--- src/rtl/fetch_unit.sv ---
// Fetch stage: owns the PC, the single-outstanding imem handshake and the F/D register.
// Honours hazard stalls/flushes and E-stage redirects, including redirects that land mid-request.
module fetch_unit #(
  parameter logic [31:0] RESET_PC = 32'h0000_0000,
  parameter logic [31:0] NOP      = 32'h0000_0013
) (
  input  logic        clk,
  input  logic        reset_x,
  input  logic        Fi_stall,
  input  logic        Di_stall,
  input  logic        Di_flush,
  input  logic        Ei_redirect,
  input  logic [31:0] Ei_redirectPC,
  output logic        Fo_imemReq,
  output logic [31:0] Fo_imemAddr,
  input  logic        Fi_imemAck,
  input  logic [31:0] Fi_imemRdata,
  output logic        Fo_imemWait,
  output logic [31:0] Do_instr,
  output logic [31:0] Do_pc,
  output logic [31:0] Do_pcPlus4,
  output logic        Do_valid
);

  typedef enum logic [1:0] {StIdle, StFetch, StHold, StKill} state_e;

  state_e      state_q, state_d;
  logic [31:0] pc_q, pc_d;
  logic [31:0] kill_addr_q, kill_addr_d;
  logic [31:0] buf_instr_q, buf_instr_d;
  logic [31:0] buf_pc_q, buf_pc_d;
  logic        buf_valid_q, buf_valid_d;
  logic [31:0] fd_instr_q, fd_instr_d;
  logic [31:0] fd_pc_q, fd_pc_d;
  logic [31:0] fd_pc4_q, fd_pc4_d;
  logic        fd_valid_q, fd_valid_d;

  logic        deliver;
  logic [31:0] dlv_instr;
  logic [31:0] dlv_pc;

  always_comb begin
    state_d     = state_q;
    pc_d        = pc_q;
    kill_addr_d = kill_addr_q;
    buf_instr_d = buf_instr_q;
    buf_pc_d    = buf_pc_q;
    buf_valid_d = buf_valid_q;
    deliver     = 1'b0;
    dlv_instr   = Fi_imemRdata;
    dlv_pc      = pc_q;

    case (state_q)
      StIdle: begin
        state_d = StFetch;
        if (Ei_redirect) pc_d = Ei_redirectPC;
      end
      StFetch: begin
        if (Ei_redirect) begin
          pc_d        = Ei_redirectPC;
          buf_valid_d = 1'b0;
          // Unacked request must still complete at its old address; its data is dropped.
          if (!Fi_imemAck) begin
            state_d     = StKill;
            kill_addr_d = pc_q;
          end
        end else if (Fi_imemAck) begin
          pc_d = pc_q + 32'd4;
          if (Fi_stall) begin
            buf_instr_d = Fi_imemRdata;
            buf_pc_d    = pc_q;
            buf_valid_d = 1'b1;
            state_d     = StHold;
          end else begin
            deliver = 1'b1;
          end
        end
      end
      StHold: begin
        if (Ei_redirect) begin
          pc_d        = Ei_redirectPC;
          buf_valid_d = 1'b0;
          state_d     = StFetch;
        end else if (!Fi_stall && !Di_stall) begin
          deliver     = buf_valid_q;
          dlv_instr   = buf_instr_q;
          dlv_pc      = buf_pc_q;
          buf_valid_d = 1'b0;
          state_d     = StFetch;
        end
      end
      StKill: begin
        if (Ei_redirect) pc_d = Ei_redirectPC;
        if (Fi_imemAck) state_d = StFetch;
      end
      default: state_d = StIdle;
    endcase

    // Flush beats stall beats delivery; anything else is a bubble.
    fd_instr_d = NOP;
    fd_pc_d    = 32'h0;
    fd_pc4_d   = 32'h0;
    fd_valid_d = 1'b0;
    if (Di_flush) begin
      fd_instr_d = NOP;
    end else if (Di_stall) begin
      fd_instr_d = fd_instr_q;
      fd_pc_d    = fd_pc_q;
      fd_pc4_d   = fd_pc4_q;
      fd_valid_d = fd_valid_q;
    end else if (deliver) begin
      fd_instr_d = dlv_instr;
      fd_pc_d    = dlv_pc;
      fd_pc4_d   = dlv_pc + 32'd4;
      fd_valid_d = 1'b1;
    end
  end

  always_ff @(posedge clk or negedge reset_x) begin
    if (!reset_x) begin
      state_q     <= StIdle;
      pc_q        <= RESET_PC;
      kill_addr_q <= RESET_PC;
      buf_instr_q <= NOP;
      buf_pc_q    <= 32'h0;
      buf_valid_q <= 1'b0;
      fd_instr_q  <= NOP;
      fd_pc_q     <= 32'h0;
      fd_pc4_q    <= 32'h0;
      fd_valid_q  <= 1'b0;
    end else begin
      state_q     <= state_d;
      pc_q        <= pc_d;
      kill_addr_q <= kill_addr_d;
      buf_instr_q <= buf_instr_d;
      buf_pc_q    <= buf_pc_d;
      buf_valid_q <= buf_valid_d;
      fd_instr_q  <= fd_instr_d;
      fd_pc_q     <= fd_pc_d;
      fd_pc4_q    <= fd_pc4_d;
      fd_valid_q  <= fd_valid_d;
    end
  end

  assign Fo_imemReq  = (state_q == StFetch) || (state_q == StKill);
  assign Fo_imemAddr = (state_q == StKill) ? kill_addr_q : pc_q;
  assign Fo_imemWait = Fo_imemReq && !Fi_imemAck;
  assign Do_instr    = fd_instr_q;
  assign Do_pc       = fd_pc_q;
  assign Do_pcPlus4  = fd_pc4_q;
  assign Do_valid    = fd_valid_q;

endmodule

--- config.mk ---
export PLATFORM = sky130hd
export DESIGN_NAME = fetch_unit
export DESIGN_NICKNAME = d
export VERILOG_FILES = /design/src/rtl/fetch_unit.sv
export SDC_FILE = /design/constraint.sdc
export NUM_CORES = 1
export LEC_CHECK = 0
export ABC_AREA = 1
export CAP_MARGIN = 20
export CORE_ASPECT_RATIO = 2
export CORE_MARGIN = 2
export CORE_UTILIZATION = 40
export CTS_CLUSTER_DIAMETER = 60
export CTS_CLUSTER_SIZE = 24
export DETAILED_ROUTE_END_ITERATION = 12
export GPL_TIMING_DRIVEN = 0
export PLACE_DENSITY_LB_ADDON = 0.2
export SLEW_MARGIN = 20
export SYNTH_ARGS = -nofsm -noshare
export SYNTH_HDL_FRONTEND = slang
export SYNTH_SLANG_ARGS = --single-unit
export TNS_END_PERCENT = 100
--- constraint.sdc ---
create_clock -name clk -period 2.7 [get_ports clk]
set_input_delay 0.54 -clock clk [delete_from_list [all_inputs] [get_ports clk]]
set_output_delay 0.54 -clock clk [all_outputs]
set_load 0.05 [all_outputs]
### Word level (Yosys, flattened, before mapping)

Index checks and enable logic that the tools add are counted.

| storage, ports and cells | value |
|---|---|
| register bits after elaboration | 228 |
| input bits | 71 |
| output and inout bits | 131 |

| cells by class | value |
|---|---|
| $add $sub $neg | 2 |
| eq/ne operators | 10 |
| multiplexer cells | 43 |
| bitwise logic cells | 2 |
| reduce and logical (&&, ||, !) cells | 14 |

Operators with widths:

| kind | count |
|---|---|
| $mux 32 | 19 |
| $add 32x3->32 const B | 2 |
| $pmux 32 s2 | 1 |
| $mux 2 | 7 |
| $mux 1 | 13 |
| $ne 3x3->1 const B | 4 |
| $pmux 2 s4 | 1 |
| $reduce_and 4->1 | 2 |
| $reduce_and 5->1 | 1 |
| $eq 2x2->1 const B | 2 |
| $ne 2x1->1 const B | 2 |
| $pmux 1 s2 | 2 |
| $logic_not 1->1 | 3 |
| $reduce_and 3->1 | 1 |
| $reduce_or 3->1 | 1 |
| $eq 2x1->1 const B | 1 |
| $logic_and 1x1->1 | 2 |
| $logic_not 2->1 | 1 |
| $ne 2x2->1 const B | 1 |
| $not 1->1 | 2 |
| $reduce_and 2->1 | 1 |
| $reduce_bool 2->1 | 1 |
| $logic_or 1x1->1 | 1 |

### Depth between registers and ports, before layout

| depth | value |
|---|---|
| word-level depth | 9 |
| depth in mapped cells | 18 |

### Least setup slack after synthesis

OpenSTA, ideal clock, no wires.

| timing path | value |
|---|---|
| path kind | register to output |
| start point | register state_q[0] |
| end point | output Fo_imemAddr[23] |
| arrival time | 2072 ps |
| required time | 2160 ps |
| path slack | 88 ps |
| cell stages (with the launch flop) | 5 |
| path buffers | 2 |
| cells stage by stage | dfrtp_1 -> ha_1 -> clkbuf_1 -> clkbuf_1 -> o21ai_0 |

| on the way | value |
|---|---|
| word-level cells in the longest chain between the ends | 2 |

RTL lines:

| element | line | source |
|---|---|---|
| from (decl) | 27 | `state_e state_q, state_d;` |
| from (signal assigned) | 121 | `state_q <= StIdle;` |
| from (signal assigned) | 132 | `state_q <= state_d;` |
| $eq 2x2->1 | 146 | `assign Fo_imemAddr = (state_q == StKill) ? kill_addr_q : pc_q;` |
| $mux 32 | 146 |  |
| to (decl) | 15 | `output logic [31:0] Fo_imemAddr,` |

Every way passes these cells.

### Worst setup path in the final report

| timing path | value |
|---|---|
| start point | register state_q[1] |
| end point | output Fo_imemAddr[21] |

Same word-level chain as after synthesis.

==> run_results.csv <==
group,metric,value,unit
critical_path,regToRegSetupSlack,0.11,ns
layout,drive_gt1_share,9.78,%
place,portBuffers,200,
layout,final_common_cell,"nand2_1",
logic_synthesis,yosysSeqAreaShare,49.7,%
timing,hold_viol,0,
logic_synthesis,synth-edff-count,0,
critical_path,reg2reg_from,"state_q[1]",
logic_synthesis,synthArstFlopShare,100,%
worst_hold_path,holdPathStages,4,
timing,fin_ws,0.0671,ns
critical_path,r2r-end,"Do_pcPlus4[30]",
floorplanning,rows,87,
layout,final_nets,1767,
pwr,combPwrFrac,43.4,%
logic_synthesis,syn_area_per_cell,7.75,um^2
global_route,grt_pass1_vias,10800,
outcome,status,"completed",
global_route,antenna_found_initial,0,
route,via_count,10700,
logic_synthesis,synthCells,1471,
timing,slew_headroom,50.6,%
pwr,p_switching,5840,uW
timing,clock.fmax,0.380,GHz
global_route,grt_use_total,25.9,%
logic_synthesis,synth_warnings,0,
pwr,ir_drop,701,uV
floorplanning,pin_count,202,
critical_path,worstSetupStartpointType,"register",
logic_synthesis,syn_area,11400,um^2
worst_hold_path,hold_end,"pc_q[20]",
place,placed_area,13900,um^2
critical_path,arrival,2.09,ns
pwr,power_switching_share,46.2,%
clocking,clock-sinks,226,
route,ant_nets,0,
clocking,clk_latency,0.53,ns
timing,setup_violations,0,
place,dp_hpwl,30400,um
run,maxCapViolCount,0,
global_route,overflow,0,
floorplanning,die_area,29900,um^2
logic_synthesis,ys_seq_elements,226,
place,gp_congestion,0.927,
logic_synthesis,ys.flop_type,"dfrtp_1",
logic_synthesis,synth_nets,1547,
layout,fill_cells,2826,
worst_hold_path,holdCritStartpoint,"Ei_redirect",
route,remaining_drc_errors,0,
pwr,p_leak,0.00672,uW
pwr,powerDensity,879,nW/um^2
logic_synthesis,synth.distinct_cells,42,
clocking,cts_root_buffer,"clkbuf_16",
layout,final_cell_mix,"nand2_1, o21ai_0, dfrtp_1, clkdlybuf4s50_1, inv_1",
clocking,cts.htree.levels,1,
global_route,grt_pass1_wl,59600,um
timing,timing.hold.ws,0.467,ns
pwr,clock_power_share,17.9,%
route,wl,38200,um
pwr,power_frac_seq,38.7,%
timing,worstMarginPinSlew,0.742,ns
global_route,grt_max_degree,96,
timing,rsz0062_at_grt,"true",
critical_path,crit_type,"reg -> out",
timing,post-route-period-util,97.5,%
clocking,clk_pin_slew,0.10,ns
layout,syn_to_final_growth,26.1,%
floorplanning,design.core.area,28100,um^2
floorplanning,start_util,40.6,%
layout,postLayoutCoreUtil,51.2,%
floorplanning,die-width,123,um
timing,setup_tns,0,ns
route,via_per_inst,5.19,
place,place_ws,-0.635,ns
timing,fin_skew,0.0423,ns
clocking,clock_tree.buffer_depth,3,
route,wl_per_cell,18.6,um
pwr,p_int,6790,uW
timing,fin_crit,2.63,ns
route,drt_iter0_drc,573,
critical_path,r2r.worst_path.cells,13,
critical_path,crit_required,2.16,ns
clocking,cts_tree,"yes",
worst_hold_path,hold_class,"in -> reg",
clocking,numCtsBuffers,14,
layout,n_antenna_cell,0,
timing,drv_slew,0,
critical_path,critPathCaptureType,"output pin",
route,first_pass_iters,6,
critical_path,path_max_fanout,10,
floorplanning,die_h,243,um
layout,final_area,14400,um^2
flip-flops by register name, summed over array words and instances (netlist names):
register	flops
Do_pc	32
state_q	2
Do_instr	32
Do_pcPlus4	30
pc_q	32
buf_valid_q	1
Do_valid	1
buf_instr_q	32
buf_pc_q	32
kill_addr_q	32
how the worst max path moves through the flow:
stage,from,end,slack (ns),depth (start not counted)
after CTS,state_q[1],Do_instr[15],0.01,10
after global routing,state_q[0],Do_pcPlus4[30],-0.04,17
after detailed placement,state_q[1],Fo_imemAddr[31],-0.63,6
after floorplan,state_q[0],Fo_imemAddr[23],0.09,4
after global placement,reset_x,Do_pc[24],-8.70,1
final,state_q[1],Fo_imemAddr[21],0.07,6
worst max-delay path, stage by stage (launching register included):
cell      delay [ns]
dfrtp_1         0.44
ha_2            0.25
clkbuf_8        0.19
clkbuf_4        0.22
nand2_1         0.06
o21ai_0         0.14
buf_4           0.27
what timing repair did:
item                                   CTS  global route
setup endpoints to repair               45            75
hold buffers                             1             0
endpoints found under the hold margin   49             0
gates resized for setup                212            70
setup buffers                            0             1
pin swaps                                0             4
Yosys cell counts, types with 3 or more instances:
library cell | instances | share of area (%)
nand4_1 | 14 | 0.77
nor3_1 | 18 | 0.79
ha_1 | 5 | 0.55
xor2_1 | 7 | 0.54
o211ai_1 | 8 | 0.53
dfstp_2 | 6 | 1.4
nor2_1 | 66 | 2.2
o21ai_1 | 10 | 0.44
o22ai_1 | 13 | 0.71
nand3b_1 | 3 | 0.20
buf_4 | 4 | 0.26
a31oi_1 | 5 | 0.27
nand2_1 | 448 | 15
o21ai_0 | 262 | 12
nand2_2 | 14 | 0.77
clkbuf_1 | 58 | 1.9
inv_2 | 13 | 0.43
buf_2 | 7 | 0.31
buf_6 | 6 | 0.59
a32o_1 | 3 | 0.26
dfrtp_1 | 220 | 48
nand3_1 | 96 | 4.2
nor2_2 | 11 | 0.60
nor2_4 | 6 | 0.59
o31ai_1 | 3 | 0.20
a21oi_1 | 15 | 0.66
inv_1 | 127 | 4.2
nor4_1 | 4 | 0.22
logic make-up after synthesis:
kind of cell    count (synthesis)  synth area share, %
compound gates                327                 15.2
xor+xnor                        7                0.538
fa+ha+maj                       5                0.549
buf+inv                       217                 7.85
flops                         226                 49.7
simple gates                  689                 26.2
power groups by stage:
stage / logic (uW) / registers (uW) / clock network, uW
final: 5480 / 4900 / 2260
after global routing: 5990 / 5000 / 2430
after CTS: 5340 / 4870 / 2310
after detailed placement: 5560 / 4930 / 0
after global placement: 5490 / 4910 / 0
after floorplan: 3590 / 4870 / 0
per-stage QoR:
| stage | instances | power, uW |
|---|---|---|
| 3_5_place_dp | 2029 | 10500 |
| 2_1_floorplan | 1471 | 8460 |
| 4_1_cts | 2053 | 12500 |
| 6_report | 2054 | 12600 |
| 3_3_place_gp | 2027 | 10400 |
| 5_1_grt | 2054 | 13400 |
area by class of cell:
type	instances	area, um^2	area share (%)
Sequential cell	226	5660	39.4
Multi-Input combinational cell	1028	4930	34.3
Timing Repair Buffer	204	1980	13.8
Inverter	140	526	3.66
Tap cell	356	445	3.10
Buffer	77	399	2.78
Clock buffer	17	362	2.52
Clock inverter	6	65.1	0.453
per-layer routing:
layer,global-route usage [%],routed length (um)
met1,27.7,13600
met2,49.0,20900
met3,2.21,1470
met4,12.5,2170
met5,0,0
Note: power is estimated with default switching activity, not from simulation.
